`src/rtl/div_rem_nb.sv`:
```
// div_rem_nb: iterative restoring N-bit divider (RISC-V DIV/DIVU/REM/REMU rules), valid/ready on both sides.
// Optional DIV_EARLY_OUT_EN: divide-by-zero and signed overflow bypass the iteration.
module div_rem_nb #(
    parameter int N = 32
) (
    input  logic         clk_i,
    input  logic         rst_i,
    input  logic         in_valid_i,
    output logic         in_ready_o,
    input  logic [N-1:0] a_i,
    input  logic [N-1:0] b_i,
    input  logic         signed_i,
    output logic         out_valid_o,
    input  logic         out_ready_i,
    output logic [N-1:0] quot_o,
    output logic [N-1:0] rem_o
);
    localparam int CW = $clog2(N);

    typedef enum logic [1:0] {IDLE, CALC, DONE} state_t;

    state_t         state_q, state_d;
    logic [N-1:0]   acc_q, acc_d;
    logic [N-1:0]   div_q, div_d;
    logic [N-1:0]   r_q, r_d;
    logic [N-1:0]   quot_q, quot_d;
    logic [N-1:0]   rem_q, rem_d;
    logic [CW-1:0]  cnt_q, cnt_d;
    logic           last_q, last_d;
    logic           negq_q, negq_d;
    logic           negr_q, negr_d;
    logic           out_valid_q, out_valid_d;
    logic [N-1:0]   a_mag, b_mag, r_sub;
    logic [N:0]     r_sh;
    logic           ge;

    always_comb begin
        a_mag       = (signed_i && a_i[N-1]) ? -a_i : a_i;
        b_mag       = (signed_i && b_i[N-1]) ? -b_i : b_i;
        r_sh        = {r_q, acc_q[N-1]};
        ge          = r_sh >= {1'b0, div_q};
        r_sub       = r_sh[N-1:0] - div_q;
        state_d     = state_q;
        acc_d       = acc_q;
        div_d       = div_q;
        r_d         = r_q;
        quot_d      = quot_q;
        rem_d       = rem_q;
        cnt_d       = cnt_q;
        last_d      = last_q;
        negq_d      = negq_q;
        negr_d      = negr_q;
        out_valid_d = out_valid_q;
        if (state_q == IDLE && in_valid_i) begin
            state_d = CALC;
            cnt_d   = CW'(N - 1);
            last_d  = 1'b0;
            acc_d   = a_mag;
            div_d   = b_mag;
            r_d     = '0;
            negq_d  = signed_i && (a_i[N-1] ^ b_i[N-1]) && (b_i != '0);
            negr_d  = signed_i && a_i[N-1];
`ifdef DIV_EARLY_OUT_EN
            // Special results are preloaded unsigned; the fix-up cycle then just registers them.
            if (b_i == '0 || (signed_i && a_i == {1'b1, {(N-1){1'b0}}} && b_i == '1)) begin
                last_d = 1'b1;
                acc_d  = (b_i == '0) ? '1 : {1'b1, {(N-1){1'b0}}};
                r_d    = (b_i == '0) ? a_i : '0;
                negq_d = 1'b0;
                negr_d = 1'b0;
            end
`endif
        end else if (state_q == CALC && !last_q) begin
            acc_d  = {acc_q[N-2:0], ge};
            r_d    = ge ? r_sub : r_sh[N-1:0];
            cnt_d  = cnt_q - CW'(1);
            last_d = cnt_q == '0;
        end else if (state_q == CALC) begin
            state_d     = DONE;
            out_valid_d = 1'b1;
            quot_d      = negq_q ? -acc_q : acc_q;
            rem_d       = negr_q ? -r_q : r_q;
        end else if (state_q == DONE && out_ready_i) begin
            state_d     = IDLE;
            out_valid_d = 1'b0;
        end
    end

    always_ff @(posedge clk_i or posedge rst_i) begin
        if (rst_i) begin
            state_q     <= IDLE;
            acc_q       <= '0;
            div_q       <= '0;
            r_q         <= '0;
            quot_q      <= '0;
            rem_q       <= '0;
            cnt_q       <= '0;
            last_q      <= 1'b0;
            negq_q      <= 1'b0;
            negr_q      <= 1'b0;
            out_valid_q <= 1'b0;
        end else begin
            state_q     <= state_d;
            acc_q       <= acc_d;
            div_q       <= div_d;
            r_q         <= r_d;
            quot_q      <= quot_d;
            rem_q       <= rem_d;
            cnt_q       <= cnt_d;
            last_q      <= last_d;
            negq_q      <= negq_d;
            negr_q      <= negr_d;
            out_valid_q <= out_valid_d;
        end
    end

    assign in_ready_o  = state_q == IDLE;
    assign out_valid_o = out_valid_q;
    assign quot_o      = quot_q;
    assign rem_o       = rem_q;
endmodule

```
`config.mk`:
```
export PLATFORM = sky130hd
export DESIGN_NAME = div_rem_nb
export DESIGN_NICKNAME = d
export VERILOG_FILES = /design/src/rtl/div_rem_nb.sv
export SDC_FILE = /design/constraint.sdc
export NUM_CORES = 1
export LEC_CHECK = 0
export CORE_ASPECT_RATIO = 1.2
export CORE_MARGIN = 1
export CORE_UTILIZATION = 45
export CTS_CLUSTER_DIAMETER = 150
export CTS_CLUSTER_SIZE = 25
export DETAILED_ROUTE_END_ITERATION = 8
export GPL_TIMING_DRIVEN = 0
export PLACE_DENSITY = 0.67
export SKIP_LAST_GASP = 1
export SLEW_MARGIN = 20
export SYNTH_ARGS = -nofsm -noshare
export SYNTH_HDL_FRONTEND = slang
export SYNTH_SLANG_ARGS = --single-unit
export TNS_END_PERCENT = 30
```
`constraint.sdc`:
```
create_clock -name clk_i -period 12.9 [get_ports clk_i]
set_clock_uncertainty 0.1 [all_clocks]
set_input_delay 1.29 -clock clk_i [delete_from_list [all_inputs] [get_ports clk_i]]
set_output_delay 1.29 -clock clk_i [all_outputs]
set_load 0.005 [all_outputs]
```
==> run metrics <==
initial antenna violation count=0; cts-stage hold buffer count=0; Worst Path Required=13,130 ps; Power Internal=approximately 2.1 mW; Reg-to-Reg Start=r_q[3]; CP Max Fanout=5; Mapped Area=approximately 11,000 um^2; unrepaired setup endpoints after global routing=no; Die X=144 um; worst setup margin=8740 ps; pwr/cell area=297 nW/um^2; Net count, final=~1,500; Die Area=approximately 25,000 um^2; detailed placement HPWL=between 20 and 25 mm; asr flop ratio synth=1.00; yosys warns=0; Clock Tree Root=clkbuf_16; slowest cell on the critical path=nor4_1; post-CTS resize count=0; die height=~170 um; Final ANT Viol Nets=0; gpl congestion=~0.9; most common cell after layout, fill and taps aside=o21ai_0; Avg WL per Cell=17.4 um; Period Utilization, post-route=0.322; Seq cells post-synth=approximately 170; Final Hold Fails=0; dominant cells by area after synthesis=dfrtp_1 39%, o21ai_0 9.5%, xor2_1 7.8%; Layout area overhead=22.0%; final total power=3.93 mW; Clk pin slew, worst setup/hold paths=70 ps; # clock sinks=171; final setup vio count=0; largest net degree at the start of global routing=100; Static Leak=5.54 nW; initial drt markers=609; cts bufs inserted=17; Peak VDD IR=0.127 mV; CTS tree=built; hold path startpoint=rem_o[23]; critical path's largest stage delay=650 ps; relative slew slack=0.420; cell taking the most area after synthesis=dfrtp_1; clock power share=0.138; worst-path cell chain=clkdlybuf4s50_1 -> or4_4 -> nor3_2 -> nand2_1 -> nor3_1 -> nand3_1 -> nor4_1 -> a2111oi_0 -> a211o_1; P_sw=1.79 mW; critical path class=input port to register; H-tree depth=4; ys flop type=dfrtp_1; element type at the critical path end=register; total track usage=0.258; Synthesized Nets=1,377; share of cells above drive strength 1=0.0411; final core occ=0.564; Rows=between 60 and 70; dpl ws=8410 ps; Seq pwr share=0.276; Switching Fraction=0.454; vias in the first global route=9,351; number of flops mapped to enable cells by yosys=0; status=finished, final reports clean; Hold WC Path Type=register to register; Critical Path Source Type=input port; I/O Pins=135; postcts setup bufs=0; Mapped Cells=between 1,000 and 1,500; DR vias=9,709; core area=about 23,000 um^2; Combinational Power Share=0.585; Crit. Startpoint=b_i[8]; final wirelength=between 30 and 40 mm; ant diodes=0; iteration count of the initial detailed-routing pass=5; initial cell density of the core=0.463; DRC violations left=0; max frequency=roughly 0.24 GHz; clk_lat worst skew=440 ps; I/O Buffers=134; top-area cell type share of the netlist area=0.395; Via density=5.54; most frequent cells in the layout=205 x o21ai_0, 201 x nand2_1, 171 x dfrtp_1; CP Data Arrival Time=4390 ps; first-pass GRT wire length=48.8 mm; Synth cell types=61; Seq/Total Area, Yosys=0.395; worst-margin pin slew=between 800 and 900 ps; synthesized area per cell=8.54 um^2; minimum clock period=4160 ps; WHS=374 ps; Setup TNS=0 ps; Congestion Overflow GR=0; maximum buffer depth of the clock tree=2; max cap viols=0; setup slack, reg-to-reg=8800 ps; Final Max Tran Viols=0; FILL cells=2,147
## flip-flops by register name, summed over array words and instances (netlist names)
signal,cells
out_valid_o,1
last_q,1
acc_q,32
negr_q,1
quot_o,32
r_q,32
state_q,2
div_q,32
negq_q,1
rem_o,32
cnt_q,5
## stage by stage
step	cell area, um^2	instances
after floorplan	10800	1269
after global placement	12600	1718
after detailed placement	12600	1719
after CTS	13200	1751
after global routing	13200	1751
final	13200	1751
## final timing paths
check | end | cells after the start
setup / recovery | negq_q | 9
hold / removal | rem_o[23] | 2
setup reg to reg | r_q[30] | 10
hold reg to reg | rem_o[23] | 2
max in group asynchronous | acc_q[13] | 3
min in group asynchronous | rem_o[30] | 2
## cell families (layout without fill, tap and decap cells)
| group | count (synthesis) | after routing | synth area share |
|---|---|---|---|
| multiplexers | 27 | 27 | 0.0250 |
| AND/OR/NAND/NOR | 377 | 377 | 0.161 |
| flip-flops | 171 | 171 | 0.395 |
| buffers and inverters | 120 | 287 | 0.0425 |
| adder cells (fa/ha/maj) | 39 | 39 | 0.0457 |
| AO/OA/AOI/OAI | 385 | 385 | 0.210 |
| XOR/XNOR | 150 | 150 | 0.121 |
## layer usage
| metal | vias up | GRT usage | part of all wire |
|---|---|---|---|
| li1 | 4770 | - | - |
| met1 | 4652 | 0.340 | 0.46 |
| met2 | 240 | 0.436 | 0.48 |
| met3 | 47 | 0.0354 | 0.038 |
| met4 | 0 | 0.0828 | 0.020 |
| met5 | - | 0 | 0 |
## power by group through the flow
| stage | Sequential (mW) | Clock, mW | Combinational (mW) |
|---|---|---|---|
| after global placement | 1.08 | 0 | 2.26 |
| after detailed placement | 1.09 | 0 | 2.29 |
| after global routing | 1.13 | 0.572 | 2.58 |
| final | 1.09 | 0.544 | 2.30 |
| after CTS | 1.09 | 0.549 | 2.30 |
| after floorplan | 1.02 | 0 | 1.61 |
## critical path: cells and delay by family
family / cells / cell delay [ps]
simple gates: 6 / 2100
compound gates: 2 / 540
buf+inv: 1 / 450
## cells in the mapped netlist, types with 4 or more instances
cell / number
o2bb2a_1: 4
a21o_1: 6
or3_1: 6
nand4_1: 5
clkbuf_1: 56
xnor2_1: 54
o41ai_1: 11
o31ai_1: 26
nor3_1: 18
and2_1: 4
a22oi_1: 31
nor2_1: 56
ha_1: 38
mux2i_1: 26
nor4_1: 13
nand2_1: 201
nand2b_1: 10
nor2b_1: 6
dfrtp_1: 171
nand3_1: 21
a21oi_1: 59
o21ai_0: 205
a31oi_1: 10
or4_1: 12
xor2_1: 96
nand3b_1: 4
inv_1: 57
or2_2: 5
or4_4: 4
## area by class of cell
type,count,area (um^2),area share
well taps,315,394,0.0298
plain buffers,63,246,0.0186
flip-flops and latches,171,4280,0.324
repair buffers,135,1370,0.104
multi-input cells,978,6100,0.461
inverters,57,221,0.0167
clock inverters,15,188,0.0142
clock buffers,17,425,0.0322
Note: power is estimated with default switching activity, not from simulation.
==> edit 1 (config.mk and constraints unchanged) <==
Make the reset (`rst_i`) synchronous in one clocked block.
--- a/src/rtl/div_rem_nb.sv
+++ b/src/rtl/div_rem_nb.sv
@@ -86,7 +86,7 @@
         end
     end
 
-    always_ff @(posedge clk_i or posedge rst_i) begin
+    always_ff @(posedge clk_i) begin
         if (rst_i) begin
             state_q     <= IDLE;
             acc_q       <= '0;
Check against the original RTL: differs if rst_i is asserted again (counterexample within 4 cycles, from zero or initial values and one cycle with rst_i high); with rst_i held inactive, the same outputs for 10 cycles.
==> edit 1 against the unedited design <==
  * Area after synthesis down 3.1%
  * Sequential cell count unchanged
  * Wire length up 6.6%
  * Fmax down 0.27%
  * Critical path depth up 2
  * Design area down 3.2%
  * Utilization about the same
  * Largest cell class unchanged
  * Die area down 3.1%
  * Setup slack worse by 0.011 ns
Power is not compared: it rests on default switching activity, and its combinational part moved more than twofold at a synthesized area within 25%.
==> edit 1: results (changes against the unedited design) <==
result of the run finished, final reports clean; vias in the first global route 9763 (+4.4%); Routed WL per cell 17.83 µm (+2.5%); arrival time worst endpoint 4.44 ns (+0.05 ns); post-placement setup slack 8.282 ns (-0.1314 ns); Synth area leaders dfxtp_1 (33%), xor2_1 (6.9%), a21oi_1 (6.5%); most frequent cells after synthesis dfxtp_1 (171), nand2_1 (138), a21oi_1 (137); number of distinct library cells after synthesis 63 (+3.3%); met2 global-route usage 48.02% (+4.4 points); post-synth net total 1454 (+5.6%); fillcell total 2188 (+1.9%); HPWL reported at the end of detailed placement 25120 µm (+7.6%); met1 WL 14190 µm (+1.7%); GR Layer Usage met1 35.15% (+1.2 points); number of nets in the layout 1607 (+5.0%); TritonCTS buffer count 17 (unchanged); largest net degree at the start of global routing 19 (-81%); mean instance size in the synthesized netlist 7.801 µm² (-8.7%); number of vias after detailed routing 10430 (+7.4%); DRC violation total after the first TritonRoute iteration 731 (+20%); routed length on met3 1739 µm (+50%); Final GP Congestion 0.8950 (-0.92%); Worst-Margin Slew 0.8897 ns (+0.01916 ns); proportion of register bits with asynchronous set or reset after synthesis 0% (-100 points); DR pass1 iterations 7 (+2); detailed-route vias per instance 5.724 (+3.2%); fraction of final layout cells with drive strength greater than 1 4.034% (-0.074 points); Detail Route met2 WL 15820 µm (+7.3%); cell area after placement 12230 µm² (-3.0%); global-route wire length before repair 51660 µm (+5.8%); met3 Track Usage GR 3.442% (-0.10 points); global-route usage over all layers 27.65% (+1.9 points); Seq/Total Area, Yosys 32.60% (-6.9 points)
edit 1: where the power goes:
group / leakage (nW) / switching, W / internal (W)
registers: 1.40 / 0.0000399 / 0.000560
clock network: 0.273 / 0.000251 / 0.000257
logic: 2.91 / 0.000289 / 0.000202
total: 4.58 / 0.000580 / 0.00102
edit 1: cell type report:
type,count,area [µm²],area share [%]
tap,310,387.9,3.029
multi-input combinational,1041,6526,50.97
inverter,55,206.4,1.612
clock inverter,15,150.1,1.173
sequential,171,3423,26.73
timing repair buffer,134,1341,10.47
buffer,79,344.1,2.687
clock buffer,17,425.4,3.322
edit 1: final timing paths:
kind / from / cells past startpoint / end / slack, ns
setup / recovery: a_i[2] / 11 / acc_q[27] / 8.73
hold / removal: quot_o[25] / 2 / quot_o[25] / 0.37
setup reg to reg: r_q[10] / 13 / r_q[20] / 8.91
hold reg to reg: quot_o[25] / 2 / quot_o[25] / 0.37
edit 1: logic make-up (layout without fill, tap and decap cells):
logic type / count (synthesis) / count (layout) / synth area share, %
adders and majority gates: 39 / 39 / 4.719
DFF: 171 / 171 / 32.60
xor gates and xnor gates: 137 / 137 / 11.43
muxes: 13 / 13 / 1.251
buffers and inverters: 134 / 300 / 5.243
AOI/OAI and AO/OA: 444 / 444 / 26.64
and+or+nand+nor: 408 / 408 / 18.11
edit 1: worst max-delay path: stages:
cell,delay (ns)
clkdlybuf4s50_1,0.52
nor4_1,0.35
nand2_1,0.12
nor4_1,0.48
nand2_1,0.25
or4_1,0.49
nand2b_1,0.22
o41ai_1,0.32
xnor2_1,0.18
nand2_1,0.08
a21oi_1,0.14
==> edit 2 (same flow settings) <==
Without the edit above. The parameter `N` goes from 32 to 64.
--- a/src/rtl/div_rem_nb.sv
+++ b/src/rtl/div_rem_nb.sv
@@ -1,7 +1,7 @@
 // div_rem_nb: iterative restoring N-bit divider (RISC-V DIV/DIVU/REM/REMU rules), valid/ready on both sides.
 // Optional DIV_EARLY_OUT_EN: divide-by-zero and signed overflow bypass the iteration.
 module div_rem_nb #(
-    parameter int N = 32
+    parameter int N = 64
 ) (
     input  logic         clk_i,
     input  logic         rst_i,
Ports: changed (resized a_i, b_i, quot_o and rem_o); port bits go from 135 to 263. The function was not compared with the original's and may differ.
==> edit 2 against the unedited design <==
  * Wire length up 140%
  * Area after synthesis rose by 100%
  * Final cell count rose by 110%
  * Global-route usage increased by 3.2 points
  * Setup slack lost 1.2 ns
  * Power grew 84%
  * Largest power group unchanged
  * Critical endpoint is now acc_q[59]
  * Utilization down 2.5 points
  * Sequential cell count increased by 161
  * Clock power rose by 11%
  * Design area is 96% higher
  * Sequential power grew 100%
  * Non-clock buffer count grew 216
  * Largest cell class unchanged
==> edit 2: results (changes against the unedited design) <==
result of the run finished, final reports clean; number of vias after detailed routing 20550 (+110%); crit path to acc_q[59]; post-synth net total 2921 (+110%); post-CTS resize count 0 (unchanged); Synth area leaders dfrtp_1 (38%), nand2_1 (8.6%), o21ai_0 (7.9%); Hold/Removal Path Class flop to flop; most frequent cells after synthesis nand2_1 (504), o21ai_0 (349), dfrtp_1 (332); number of cells on the worst reg-to-reg path 12 (+2); root buffer cell clkbuf_16; arrival time worst endpoint 5.68 ns (+1.29 ns); largest stage delay on the critical path 0.69 ns (+0.04 ns); global-route usage over all layers 28.96% (+3.2 points); origin of the worst setup path a_i[18]; most used flip-flop cell after synthesis dfrtp_1; Routed WL per cell 20.17 µm (+16%); count of input and output buffers 262 (+96%); setup slack, reg-to-reg 7.86 ns (-0.94 ns); DRC violation total after the first TritonRoute iteration 1258 (+110%); cell at the slowest stage of the critical path nor2_1; Critical Path Fanout Max 9 (+4); vias in the first global route 19970 (+110%); reg-to-reg startpoint r_q[19]; HPWL reported at the end of detailed placement 58240 µm (+150%); maximum buffer depth of the clock tree 3 (+1); Critical R2R Capture r_q[16]; largest net degree at the start of global routing 86 (-14%); number of nets in the layout 3206 (+110%); fillcell total 4582 (+110%); TritonCTS buffer count 17 (unchanged); post-CTS setup buffers 0 (unchanged); clock latency of the later-clocked register in the worst-skew pair 0.55 ns (+0.11 ns); proportion of register bits with asynchronous set or reset after synthesis 100.0% (unchanged); post-CTS clock slew at the launch and capture registers of the worst setup and hold paths 0.10 ns (+0.03 ns); Seq/Total Area, Yosys 37.81% (-1.7 points); global-route wire length before repair 112500 µm (+130%); number of distinct library cells after synthesis 69 (+13%); Final GP Congestion 0.9608 (+6.4%); initial antenna violation count 0 (unchanged); fraction of final layout cells with drive strength greater than 1 1.499% (-2.6 points); H-Tree Depth 1 (-3); Worst slew margin 30.05% (-12 points); Worst IR Drop VDD 101.1 µV (-21%); leakage power summed over all cells 10.82 nW (+95%); number of warnings issued by yosys 0 (unchanged); DR pass1 iterations 5 (unchanged)
[edit 2: logic make-up (layout without fill, tap and decap cells)]
family / after synthesis / in the layout / share of synthesized area [%]
and+or+nand+nor: 950 / 950 / 19.48
AOI/OAI and AO/OA: 766 / 766 / 20.31
DFF: 332 / 332 / 37.81
xor gates and xnor gates: 309 / 309 / 12.32
buffers and inverters: 254 / 539 / 4.378
adders and majority gates: 70 / 70 / 4.020
muxes: 37 / 37 / 1.685
other: 0 / 1 / 0
[edit 2: power breakdown]
group / internal (W) / switching [W] / total, W / leakage [nW]
Clock: 0.000244 / 0.000360 / 0.000604 / 0.224
Combinational: 0.00192 / 0.00253 / 0.00445 / 6.57
Sequential: 0.00158 / 0.000601 / 0.00218 / 4.03
[edit 2: per-layer routing]
layer  vias to the layer above  wire length, µm  global-route usage (%)  share of wire [%]
met5                         -                0                       0                  0
met1                      9844            30370                   36.33                 41
li1                      10000                -                       -                  -
met2                       595            36600                   51.51                 50
met3                       106             3953                   2.705                5.4
met4                         0             2370                   10.06                3.2
[edit 2: metrics by stage]
| stage | setup slack [ns] | setup TNS (ns) | instance area, µm² | hold WS, ns | cells |
|---|---|---|---|---|---|
| after floorplan | 2.314 | 0 | 21970 | 0.3498 | 2718 |
| after global placement | -1.564 | -505.86 | 25390 | 0.3631 | 3610 |
| after detailed placement | 7.181 | 0 | 25500 | 0.3689 | 3614 |
| after CTS | 7.720 | 0 | 25960 | 0.3918 | 3633 |
| after global routing | 7.442 | 0 | 25960 | 0.4160 | 3633 |
| final | 7.588 | 0 | 25960 | 0.3846 | 3634 |
[edit 2: worst min-delay path by stage]
stage / from / to / slack, ns / cells after the start
after global placement: div_q[2] / div_q[2] / 0.36 / 2
after global routing: quot_o[31] / quot_o[31] / 0.42 / 2
after detailed placement: quot_o[34] / quot_o[34] / 0.37 / 2
after CTS: quot_o[34] / quot_o[34] / 0.39 / 2
after floorplan: div_q[10] / div_q[10] / 0.35 / 2
final: quot_o[22] / quot_o[22] / 0.38 / 2
[edit 2: final cells by class]
cell class	count	area share [%]
antenna	1	0.009639
buffer	148	2.174
clock buffer	17	1.639
clock inverter	2	0.1108
inverter	106	1.562
multi-input combinational	2132	48.94
sequential	332	32.00
tap	630	3.036
timing repair buffer	266	10.53
[edit 2: worst max-delay path, delay by kind of cell]
family          cells  cell delay [ns]
compound gates      2             0.52
simple gates        8             3.18
xor+xnor            1             0.17
buf+inv             1             0.51
